**config.mk**
```make
export PLATFORM = sky130hd
export DESIGN_NAME = jpeg_decode_seq_flat
export DESIGN_NICKNAME = d
export VERILOG_FILES = /design/src/rtl/jpeg_decode_seq_if.sv /design/src/rtl/jpeg_decode_seq.sv /design/src/flat_wrapper.sv
export SDC_FILE = /design/constraint.sdc
export NUM_CORES = 1
export LEC_CHECK = 0
export CAP_MARGIN = 20
export CORE_ASPECT_RATIO = 2
export CORE_UTILIZATION = 38
export CTS_BUF_LIST = sky130_fd_sc_hd__clkbuf_4
export DETAILED_ROUTE_END_ITERATION = 10
export HOLD_SLACK_MARGIN = 0.03
export PLACE_DENSITY = 0.66
export SETUP_SLACK_MARGIN = 0.15
export SYNTH_ARGS = -nofsm -noshare
export SYNTH_HDL_FRONTEND = slang
export SYNTH_SLANG_ARGS = --single-unit
```
**constraint.sdc**
```tcl
create_clock -name clk -period 3.1 [get_ports clk]
set_input_delay 0.62 -clock clk [delete_from_list [all_inputs] [get_ports clk]]
set_output_delay 0.62 -clock clk [all_outputs]
set_load 0.01 [all_outputs]
```
**src/rtl/jpeg_decode_seq_if.sv**
```systemverilog
// jpeg_decode_seq_if: run-control, ROM feed and MCU status signals of the JPEG decode sequencer
interface jpeg_decode_seq_if #(
  parameter int AW = 16
);
  logic          start;
  logic          abort;
  logic [AW-1:0] rom_addr;
  logic          dec_we;
  logic          dec_next;
  logic          cfg_en;
  logic [12:0]   cfg_mcu_w;
  logic [12:0]   cfg_mcu_h;
  logic          pix_end;
  logic [12:0]   pix_x_mcu;
  logic [12:0]   pix_y_mcu;
  logic          busy;
  logic          done;
  logic          err;
  logic [1:0]    err_code;
  logic [25:0]   mcu_cnt;
  modport master (
    input  start, abort, dec_next, cfg_en, cfg_mcu_w, cfg_mcu_h, pix_end, pix_x_mcu, pix_y_mcu,
    output rom_addr, dec_we, busy, done, err, err_code, mcu_cnt
  );
  modport slave (
    output start, abort, dec_next, cfg_en, cfg_mcu_w, cfg_mcu_h, pix_end, pix_x_mcu, pix_y_mcu,
    input  rom_addr, dec_we, busy, done, err, err_code, mcu_cnt
  );
endinterface

```
**src/rtl/jpeg_decode_seq.sv**
```systemverilog
// jpeg_decode_seq: JPEG decode run-control sequencer (start/abort/done FSM, ROM addressing, MCU tracking).
// Optional stall watchdog enabled by defining JPEG_SEQ_WATCHDOG_EN.
module jpeg_decode_seq #(
  parameter int ROM_ADDR_WIDTH = 16,
  parameter int ROM_DEPTH      = 65536,
  parameter int WDOG_CYCLES    = 4096
) (
  input logic clk,
  input logic rst,
  jpeg_decode_seq_if.master bus
);
  typedef enum logic [1:0] {IDLE, FEED, DONE, ERR} state_t;
  localparam logic [ROM_ADDR_WIDTH-1:0] LAST = ROM_ADDR_WIDTH'(ROM_DEPTH - 1);
  state_t state, state_n;
  logic [ROM_ADDR_WIDTH-1:0] rom_addr, addr_n;
  logic [25:0] mcu_cnt, cnt_n;
  logic [12:0] mcu_w, mcu_h, w_n, h_n;
  logic [1:0] err_code, code_n;
  logic cfg_seen, seen_n, fin, geo, ovr, wd;
  // final MCU is judged against the geometry latched earlier, never the same-cycle cfg values
  assign fin = cfg_seen && bus.pix_end && bus.pix_x_mcu == mcu_w - 13'd1 && bus.pix_y_mcu == mcu_h - 13'd1;
  assign geo = bus.cfg_en && (bus.cfg_mcu_w == 13'd0 || bus.cfg_mcu_h == 13'd0);
  assign ovr = bus.dec_next && rom_addr == LAST;
`ifdef JPEG_SEQ_WATCHDOG_EN
  localparam int WW = $clog2(WDOG_CYCLES);
  logic [WW-1:0] wd_cnt;
  assign wd = state == FEED && !bus.dec_next && !bus.pix_end && wd_cnt == WW'(WDOG_CYCLES - 1);
  always_ff @(posedge clk)
    wd_cnt <= (rst || state != FEED || bus.dec_next || bus.pix_end) ? '0 : wd_cnt + 1'b1;
`else
  assign wd = 1'b0;
`endif
  always_ff @(posedge clk)
    state <= rst ? IDLE : state_n;
  always_comb begin
    state_n = state;
    addr_n  = rom_addr;
    cnt_n   = mcu_cnt;
    seen_n  = cfg_seen;
    w_n     = mcu_w;
    h_n     = mcu_h;
    code_n  = err_code;
    if (state != FEED) begin
      if (bus.start) begin
        state_n = FEED;
        addr_n  = '0;
        cnt_n   = '0;
        seen_n  = 1'b0;
        code_n  = 2'b00;
      end
    end else if (bus.abort) begin
      state_n = IDLE;
    end else begin
      addr_n = (bus.dec_next && !ovr) ? rom_addr + 1'b1 : rom_addr;
      cnt_n  = (cfg_seen && bus.pix_end) ? mcu_cnt + 26'd1 : mcu_cnt;
      seen_n = cfg_seen | bus.cfg_en;
      w_n    = bus.cfg_en ? bus.cfg_mcu_w : mcu_w;
      h_n    = bus.cfg_en ? bus.cfg_mcu_h : mcu_h;
      state_n = fin ? DONE : (geo || ovr || wd) ? ERR : FEED;
      code_n  = fin ? err_code : geo ? 2'b10 : ovr ? 2'b01 : wd ? 2'b11 : err_code;
    end
  end
  always_ff @(posedge clk)
    if (rst) begin
      rom_addr <= '0;
      mcu_cnt  <= '0;
      cfg_seen <= 1'b0;
      mcu_w    <= '0;
      mcu_h    <= '0;
      err_code <= '0;
    end else begin
      rom_addr <= addr_n;
      mcu_cnt  <= cnt_n;
      cfg_seen <= seen_n;
      mcu_w    <= w_n;
      mcu_h    <= h_n;
      err_code <= code_n;
    end
  assign bus.rom_addr = rom_addr;
  assign bus.dec_we   = state == FEED;
  assign bus.busy     = state == FEED;
  assign bus.done     = state == DONE;
  assign bus.err      = state == ERR;
  assign bus.err_code = err_code;
  assign bus.mcu_cnt  = mcu_cnt;
endmodule

```
**src/flat_wrapper.sv**
```systemverilog
// flat-port wrapper written by rule: the top's interface ports become plain ports
module jpeg_decode_seq_flat 
#(
  parameter int ROM_ADDR_WIDTH = 16,
  parameter int ROM_DEPTH      = 65536,
  parameter int WDOG_CYCLES    = 4096
)
  (clk, rst, bus_start, bus_abort, bus_dec_next, bus_cfg_en, bus_cfg_mcu_w, bus_cfg_mcu_h, bus_pix_end, bus_pix_x_mcu, bus_pix_y_mcu, bus_rom_addr, bus_dec_we, bus_busy, bus_done, bus_err, bus_err_code, bus_mcu_cnt);
  jpeg_decode_seq_if #(.AW(16)) bus_i ();
  input logic clk;
  input logic rst;
  input wire logic [$bits(bus_i.start)-1:0] bus_start;
  input wire logic [$bits(bus_i.abort)-1:0] bus_abort;
  input wire logic [$bits(bus_i.dec_next)-1:0] bus_dec_next;
  input wire logic [$bits(bus_i.cfg_en)-1:0] bus_cfg_en;
  input wire logic [$bits(bus_i.cfg_mcu_w)-1:0] bus_cfg_mcu_w;
  input wire logic [$bits(bus_i.cfg_mcu_h)-1:0] bus_cfg_mcu_h;
  input wire logic [$bits(bus_i.pix_end)-1:0] bus_pix_end;
  input wire logic [$bits(bus_i.pix_x_mcu)-1:0] bus_pix_x_mcu;
  input wire logic [$bits(bus_i.pix_y_mcu)-1:0] bus_pix_y_mcu;
  output wire logic [$bits(bus_i.rom_addr)-1:0] bus_rom_addr;
  output wire logic [$bits(bus_i.dec_we)-1:0] bus_dec_we;
  output wire logic [$bits(bus_i.busy)-1:0] bus_busy;
  output wire logic [$bits(bus_i.done)-1:0] bus_done;
  output wire logic [$bits(bus_i.err)-1:0] bus_err;
  output wire logic [$bits(bus_i.err_code)-1:0] bus_err_code;
  output wire logic [$bits(bus_i.mcu_cnt)-1:0] bus_mcu_cnt;
  assign bus_i.start = bus_start;
  assign bus_i.abort = bus_abort;
  assign bus_i.dec_next = bus_dec_next;
  assign bus_i.cfg_en = bus_cfg_en;
  assign bus_i.cfg_mcu_w = bus_cfg_mcu_w;
  assign bus_i.cfg_mcu_h = bus_cfg_mcu_h;
  assign bus_i.pix_end = bus_pix_end;
  assign bus_i.pix_x_mcu = bus_pix_x_mcu;
  assign bus_i.pix_y_mcu = bus_pix_y_mcu;
  assign bus_rom_addr = bus_i.rom_addr;
  assign bus_dec_we = bus_i.dec_we;
  assign bus_busy = bus_i.busy;
  assign bus_done = bus_i.done;
  assign bus_err = bus_i.err;
  assign bus_err_code = bus_i.err_code;
  assign bus_mcu_cnt = bus_i.mcu_cnt;
  jpeg_decode_seq #(.ROM_ADDR_WIDTH(ROM_ADDR_WIDTH), .ROM_DEPTH(ROM_DEPTH), .WDOG_CYCLES(WDOG_CYCLES)) u_core (.clk(clk), .rst(rst), .bus(bus_i));
endmodule
```
# Yosys cells after proc, flatten, opt, wreduce, memory -nomap -nowiden
# Cells that the tools add are included.
# word_totals
reg_bits	73
output_inout_bits	48
elab_cells	65
# op_classes
addsub	4
eq_ne	10
n_mux	22
n_bitwise	3
reduce_logical	19
# op_table
cell	n
$mux 26	4
$mux 16	4
$add 26x1->26 const B	1
$eq 13x13->1	2
$logic_not 13->1	2
$sub 13x1->13 const B	2
$mux 2	11
$add 16x1->16 const B	1
$eq 16x16->1 const B	1
$reduce_and 3->1	3
$logic_and 1x1->1	6
$eq 2x2->1 const B	2
$ne 2x1->1 const B	2
$ne 2x2->1 const B	2
$reduce_and 4->1	1
$reduce_bool 2->1	2
$mux 1	3
$reduce_bool 3->1	1
$eq 2x1->1 const B	1
$logic_or 1x1->1	2
$not 1->1	2
$reduce_and 2->1	1
$logic_not 1->1	1
$or 1x1->1	1

# Longest topological paths before layout
# Gate-level depths: netlist of the first run.
# logic_depth
depth_word	8
ltp_mapped	11
mapped_depth_nobuf	10

# Worst setup path after synthesis of the first run
# Ideal clock, no wire load.
# synth_path
kind	reg2reg
startpoint	register u_core.mcu_w[0]
endpoint	register u_core.err_code[0], in the netlist u_core.bus.err_code[0]
arrival_time_ns	2.563
required_time_ns	2.977
path_slack_ns	0.414
path_stages_with_launch	11
synth_period_minus_slack_ns	2.686
cell_sequence	dfxtp_1 -> inv_1 -> ha_1 -> o21ba_2 -> a221oi_1 -> a41oi_1 -> a2111oi_0 -> nand4_1 -> a2111oi_2 -> o21a_2 -> mux2_1
# synth_via
elab_chain_cells	6
# synth_lines
item	line	text
start, declared	jpeg_decode_seq.sv:17	logic [12:0] mcu_w, mcu_h, w_n, h_n;
start signal, assigned	jpeg_decode_seq.sv:75	mcu_w <= w_n;
$sub 13x1->13	jpeg_decode_seq.sv:21	assign fin = cfg_seen && bus.pix_end && bus.pix_x_mcu == mcu_w - 13'd1 && bus.pix_y_mcu == mcu_h - 13'd1;
$eq 13x13->1	jpeg_decode_seq.sv:21	
$logic_and 1x1->1 (2 in series)	jpeg_decode_seq.sv:21	
$ne 2x2->1 (no source line)	-	
$reduce_and 4->1 (no source line)	-	
end signal, assigned	jpeg_decode_seq.sv:77	err_code <= code_n;
end, declared	jpeg_decode_seq.sv:18	logic [1:0] err_code, code_n;
# Every way passes these cells.
# A chain may end at the register's enable or synchronous reset.

# Worst setup path in the final report of the first run
# layout_path
startpoint	input bus_pix_x_mcu[2]
endpoint	register u_core.err_code[0], in the netlist u_core.bus.err_code[0]
# layout_via
elab_chain_cells	5
# layout_lines
item	line	text
start, declared	flat_wrapper.sv:19	input wire logic [$bits(bus_i.pix_x_mcu)-1:0] bus_pix_x_mcu;
$eq 13x13->1	jpeg_decode_seq.sv:21	
$logic_and 1x1->1 (2 in series)	jpeg_decode_seq.sv:21	
$ne 2x2->1 (no source line)	-	
$reduce_and 4->1 (no source line)	-	
# Every way passes these cells.

==> metrics.md, run 1 <==
| Metric | Value |
|---|---|
| Status | `finished, final reports clean` |
| Max Fclk | `0.350 GHz` |
| Synthesized Nets | `552` |
| Pwr Total | `2.02 mW` |
| Clk_lat worst skew | `0.43 ns` |
| Yosys reg bits | `73` |
| Cell count after synthesis | `489` |
| Leak pwr | `1.88 nW` |
| # H-tree levels | `3` |
| Vias/cell | `5.14` |
| Post-synth top area share | `37.8%` |
| Final Setup Violations | `0` |
| Post-synth cell types | `54` |
| Synth area leader | `dfxtp_1` |
| Post-route DRC | `0` |
| Die area | `10600 um^2` |
| Worst setup EP type | `register` |
| WP buf/inv | `1` |
| Least-Margin Pin Slew | `0.455 ns` |
| Metal-1 WL | `4110 um` |
| Min-delay worst type | `reg2reg` |
| Synth area leaders | `dfxtp_1, xor2_1, nand2_1` |
| Filler cell count | `999` |
| Dpl hpwl | `8660 um` |
| Crit start category | `input pin` |
| Avg WL per Cell | `15.0 um` |
| Fin crit period | `2.86 ns` |
| Final core utilization | `54.9%` |
| First-pass GRT wire length | `17800 um` |
| CP delay by family, top | `compound AO/OA/AOI/OAI gates` |
| GRT Total Usage | `21.9%` |
| Top FF cell, synth | `dfxtp_1` |
| Detailed Route WL | `11200 um` |
| Worst path cell trace | `clkdlybuf4s50_1 > o21ba_2 > a221oi_1 > a41oi_1 > a2111oi_2 > nand4_1 > a2111oi_4 > o21a_2 > mux2_1` |
| RSZ-0062 raised after global routing | `no` |
| Port Buffer Count | `106` |
| CTS max path bufs | `2` |
| Max cap viols | `0` |
| PD cells | `375 nW/um^2` |
| Post-route ant nets | `0` |
| Mapped Avg Cell Area | `7.91 um^2` |
| WS Path Type | `in2reg` |
| Worst IR Drop VDD | `0.000365 V` |
| Clock transition at the registers of the reported paths | `0.11 ns` |
| EDFF count, synth | `0` |
| Setup WS post-layout | `0.242 ns` |
| Max-slew violation count | `0` |
| Period utilization | `92.2%` |
| Hold Fails Final Rpt | `0` |
| Top routing layer in use | `met4` |
| Initial detailed-routing violation count | `106` |
| Chip Height | `145 um` |
| Initial antenna violation count | `1` |
| Ports | `107` |
| Post-synth top cells | `nand2_1, dfxtp_1, nor2_1, a21oi_1, xor2_1` |
| DR WL met3 | `648 um` |
| Post-synthesis to final-layout area growth | `39.3%` |
| Worst Path Required | `3.42 ns` |
| Leading cell type by number of instances after synthesis | `nand2_1` |
| Via count | `3858` |
| Fin nets | `675` |
| Sequential-to-total area share from yosys stat | `37.8%` |
| Crit path DAT | `3.18 ns` |
| Final hold slack | `0.480 ns` |
| CTS tree | `built` |
| Yosys warns | `0` |
| Largest net degree at the start of global routing | `40` |
| Setup_tns | `0 ns` |
| Synthesized cell area | `3870 um^2` |
| Initial Utilization | `39.4%` |
| DIE WIDTH | `73.4 um` |
| Met2 WL | `6220 um` |
| Rows | `51` |
| Rel. slew slack | `69.4%` |
| CTS Buf Count | `9` |
| GR Overflow Total | `0` |
| Post-route clock skew | `0.0151 ns` |
| Place WS | `-0.316 ns` |
| Root Driver | `clkbuf_4` |
| Post-CTS Hold Buffers | `0` |
| Core region area | `9830 um^2` |
| CP Max Fanout | `4` |
| CTS Sinks | `73` |
| Vias in the first global route | `3780` |
| Slowest CP cell | `clkdlybuf4s50_1` |
| CP max stage delay | `0.48 ns` |
| Ys async rst share | `0%` |
| RD Place Congestion | `0.788` |
| Initial DRT Pass Iterations | `4` |
| Postcts setup bufs | `0` |
| Layout cells sized above 1 | `7.78%` |
cell usage in the layout (no fill, tap or decap), types with 3 or more instances in the layout:
master,count
nor3_1,16
nand4_1,16
clkinv_1,3
o21ai_0,13
dfxtp_1,73
nand3_1,19
inv_1,9
clkdlybuf4s50_1,106
ha_1,4
and3_1,7
nor4_1,8
nor2_1,58
nand2b_1,6
clkbuf_4,9
and2_1,4
nor2b_1,5
buf_4,23
nand3b_1,3
bufinv_16,3
xnor2_1,22
a21oi_1,43
or3_1,7
xor2_1,40
a211oi_1,4
nand2_1,79
report_power, final:
| part | total [mW] | internal [mW] | switching (mW) | leakage, nW |
|---|---|---|---|---|
| Clock | 0.741 | 0.400 | 0.341 | 0.0887 |
| Combinational | 0.318 | 0.163 | 0.155 | 1.20 |
| Sequential | 0.965 | 0.950 | 0.0151 | 0.589 |
area by class of cell:
class                      count  area, um^2  share of cell area [%]
sequential                    73        1460                    27.1
inverter                       9        33.8                   0.627
multi-input combinational    390        2320                    43.0
timing repair buffer         129        1230                    22.9
clock buffer                   9        67.6                    1.25
antenna                        1        2.50                  0.0464
clock inverter                 7         109                    2.02
tap                          132         165                    3.06
metrics by stage:
stage                     instance area, um^2  instances
after floorplan                          3870        489
after global placement                   5190        733
after detailed placement                 5190        733
after CTS                                5370        749
after global routing                     5390        750
final                                    5390        750
flip-flops by register name (all words and copies together), names as in the netlist:
signal / flops
u_core.cfg_seen: 1
u_core.bus.mcu_cnt: 26
u_core.mcu_w: 13
u_core.mcu_h: 13
u_core.bus.rom_addr: 16
u_core.bus.err_code: 2
u_core.state: 2
metal layers:
layer | up-vias | GRT usage, %
met5 | - | 0
met3 | 18 | 4.78
met4 | 0 | 9.51
met1 | 1802 | 20.8
li1 | 1951 | -
met2 | 87 | 43.1
worst paths after layout:
path,slack (ns),to,cells past startpoint,from
max,0.24,u_core.bus.err_code[0]$_SDFFE_PP0P_,9,bus_pix_x_mcu[2]
min,0.48,u_core.mcu_h[12]$_SDFFE_PP0P_,2,u_core.mcu_h[12]$_SDFFE_PP0P_
min reg2reg,0.48,u_core.mcu_h[12]$_SDFFE_PP0P_,2,u_core.mcu_h[12]$_SDFFE_PP0P_
max reg2reg,0.28,u_core.bus.err_code[0]$_SDFFE_PP0P_,10,u_core.mcu_w[0]$_SDFFE_PP0P_
worst register-to-register path: cells and delay by family, from the launching register on:
family	cells	cell delay (ns)
AOI/OAI and AO/OA	6	1.57
DFF	1	0.35
muxes	1	0.31
adders and majority gates	1	0.24
and+or+nand+nor	1	0.21
buffers and inverters	1	0.04
cells by family (layout without fill, tap and decap cells):
family          Yosys count  after routing  synth area share (%)
fa+ha+maj                 4              4                  1.29
flops                    73             73                  37.8
compound gates           81             81                  12.7
mux                       2              2                 0.550
other cells               0              1                     0
buf+inv                  26            154                  2.84
xor+xnor                 62             62                  14.0
simple gates            241            241                  30.8
timing repair:
action | 4_1_cts | 5_1_grt
setup endpoints to repair | 1 | 2
gates resized for setup | 1 | 2
pin swaps | 0 | 0
Note: power is estimated with default switching activity, not from simulation.
==> run 2, diff against run 1 <==
==> constraint.sdc (replaced) <==
create_clock -name clk -period 3.1 [get_ports clk]
set_input_delay 0.62 -clock clk [delete_from_list [all_inputs] [get_ports clk]]
set_output_delay 0.62 -clock clk [all_outputs]
set_load 0.02 [all_outputs]
==> results of run 2 <==
The final DEF is identical to that of run 1. Status: finished, final reports clean.
Among the figures that moved: total power 2.02 mW -> 2.03 mW
==> run 3, diff against run 2 <==
--- a/config.mk
+++ b/config.mk
@@ -7,11 +7,11 @@
 export LEC_CHECK = 0
 export CAP_MARGIN = 20
 export CORE_ASPECT_RATIO = 2
-export CORE_UTILIZATION = 38
+export CORE_UTILIZATION = 50
 export CTS_BUF_LIST = sky130_fd_sc_hd__clkbuf_4
 export DETAILED_ROUTE_END_ITERATION = 10
 export HOLD_SLACK_MARGIN = 0.03
-export PLACE_DENSITY = 0.66
+export PLACE_DENSITY = 0.83
 export SETUP_SLACK_MARGIN = 0.15
 export SYNTH_ARGS = -nofsm -noshare
 export SYNTH_HDL_FRONTEND = slang
==> metrics.md, run 3 (synthesis gave the netlist of run 1 again) <==
| Metric | Value |
|---|---|
| Filler cell count | `617` |
| Max cap viols | `0` |
| Worst IR Drop VDD | `0.000276 V` |
| Placed cells | `694` |
| Biggest regs | `u_core.bus.mcu_cnt: 26 flops, u_core.bus.rom_addr: 16 flops` |
| Post-route clock skew | `0.00958 ns` |
| RD Place Congestion | `0.879` |
| GR Overflow Total | `0` |
| Clk_lat worst skew | `0.41 ns` |
| R2R setup slack | `0.37 ns` |
| Period utilization | `89.6%` |
| RSZ-0062 raised after global routing | `no` |
| Rel. slew slack | `70.7%` |
| Max Fclk | `0.360 GHz` |
| Post-synthesis to final-layout area growth | `36.0%` |
| Initial Utilization | `51.3%` |
| Leak pwr | `1.85 nW` |
| WS Path Type | `in2reg` |
| Least-Margin Pin Slew | `0.429 ns` |
| Fin crit period | `2.78 ns` |
| Status | `finished, final reports clean` |
| Initial antenna violation count | `1` |
| Worst Hold Path EP | `u_core.mcu_h[8]$_SDFFE_PP0P_` |
| Layout cells sized above 1 | `7.82%` |
| Min-delay src | `u_core.mcu_h[8]$_SDFFE_PP0P_` |
| Worst Path Required | `3.40 ns` |
| Post-route ant nets | `0` |
| Fin nets | `674` |
| CP startpoint | `bus_pix_x_mcu[2]` |
| R2r endpoint | `u_core.bus.err_code[0]$_SDFFE_PP0P_` |
| Root Driver | `clkbuf_4` |
| Worst setup EP type | `register` |
| Port Buffer Count | `106` |
| Largest net degree at the start of global routing | `40` |
| CTS Buf Count | `9` |
| CTS Sinks | `73` |
| Place WS | `-0.455 ns` |
| Commonest non-fill, non-tap cell in the layout | `clkdlybuf4s50_1` |
| Hold path depth | `2` |
| Post-CTS Hold Buffers | `0` |
| Largest Register | `u_core.bus.mcu_cnt` |
| Worst Reg2Reg Path Length in Cells | `11` |
| Largest register FFs | `26` |
| First-pass GRT wire length | `17100 um` |
| Via count | `3935` |
| CTS tree | `built` |
| Rows | `45` |
| Die area | `8120 um^2` |
| Crit path DAT | `3.08 ns` |
| Ports | `107` |
| Post-route insts no fill | `709` |
| Min-delay worst type | `reg2reg` |
| Initial detailed-routing violation count | `154` |
| GRT Total Usage | `27.2%` |
| Vias in the first global route | `3929` |
| Detailed Route WL | `10700 um` |
| Clock transition at the registers of the reported paths | `0.10 ns` |
| Max-slew violation count | `0` |
| Dpl hpwl | `8290 um` |
| DIE WIDTH | `64.2 um` |
| Chip Height | `126 um` |
| PD cells | `337 nW/um^2` |
| # H-tree levels | `3` |
| CTS max path bufs | `2` |
| Post-route DRC | `0` |
| Most frequent cells in the layout | `clkdlybuf4s50_1, nand2_1, dfxtp_1, nor2_1, a21oi_1` |
| Hold Fails Final Rpt | `0` |
| Core region area | `7540 um^2` |
| CP Max Fanout | `4` |
| Vias/cell | `5.55` |
| Initial DRT Pass Iterations | `4` |
| Setup WS post-layout | `0.322 ns` |
| Avg WL per Cell | `15.1 um` |
| Crit start category | `input pin` |
| Final Setup Violations | `0` |
| Reg2reg start | `u_core.mcu_w[0]$_SDFFE_PP0P_` |
[run 3: changes by cell type in the layout (fill, tap and decap cells not counted), sizes merged]
cell and delta:
clkbuf +4, bufinv -3, clkinv -2, buf -1, clkinvlp -1
[run 3: how the worst max path moves through the flow]
stage | end | slack (ns) | depth (start not counted)
5_1_grt | u_core.bus.err_code[0]$_SDFFE_PP0P_ | 0.20 | 11
2_1_floorplan | u_core.bus.err_code[0]$_SDFFE_PP0P_ | 0.41 | 10
3_3_place_gp | u_core.bus.err_code[0]$_SDFFE_PP0P_ | -0.42 | 10
6_report | u_core.bus.err_code[0]$_SDFFE_PP0P_ | 0.32 | 10
4_1_cts | u_core.bus.err_code[0]$_SDFFE_PP0P_ | 0.18 | 10
3_5_place_dp | u_core.bus.err_code[0]$_SDFFE_PP0P_ | -0.46 | 10
[run 3: where the power goes]
| part | switching, mW | leakage [nW] | total [mW] | internal [mW] |
|---|---|---|---|---|
| Sequential | 0.0153 | 0.589 | 0.964 | 0.949 |
| Combinational | 0.156 | 1.20 | 0.319 | 0.163 |
| Clock | 0.296 | 0.0637 | 0.488 | 0.192 |
| Total | 0.467 | 1.85 | 1.77 | 1.30 |
[run 3: per-layer routing]
layer  GRT usage [%]  up-vias  routed length, um
met1            25.2     1828               3950
met4            15.3        0                433
met5               0        -                  0
li1                -     1935                  -
met2            52.3      136               5770
met3            6.03       36                539
[run 3: layout make-up]
type | instances | area [um^2] | area share (%)
Multi-Input combinational cell | 390 | 2320 | 44.0
Sequential cell | 73 | 1460 | 27.8
Timing Repair Buffer | 128 | 1230 | 23.3
Tap cell | 94 | 118 | 2.24
Clock buffer | 13 | 97.6 | 1.85
Inverter | 9 | 33.8 | 0.642
Clock inverter | 1 | 5.00 | 0.0951
Antenna cell | 1 | 2.50 | 0.0476
[run 3: repair_timing]
item	CTS	global route
setup endpoints to repair	3	2
pin swaps	0	2
buffers inserted	0	0
resized for setup	3	0
[run 3: through the flow]
stage	power (mW)	setup TNS, ns	utilization, %	hold slack [ns]	area [um^2]
after floorplan	1.14	0	-	0.448	3870
after global routing	1.85	0	69.7	0.507	5260
after CTS	1.78	0	69.7	0.489	5260
final	1.77	0	69.7	0.488	5260
after global placement	1.29	-1.23	68.1	0.461	5140
after detailed placement	1.30	-1.39	68.1	0.475	5140
[run 3: critical path, stage by stage]
cell	delay (ns)
clkdlybuf4s50_1	0.48
o21ba_2	0.22
a221oi_1	0.30
a41oi_1	0.11
a2111oi_2	0.29
buf_4	0.17
nand4_1	0.14
a2111oi_4	0.27
o21a_2	0.18
mux2_1	0.30
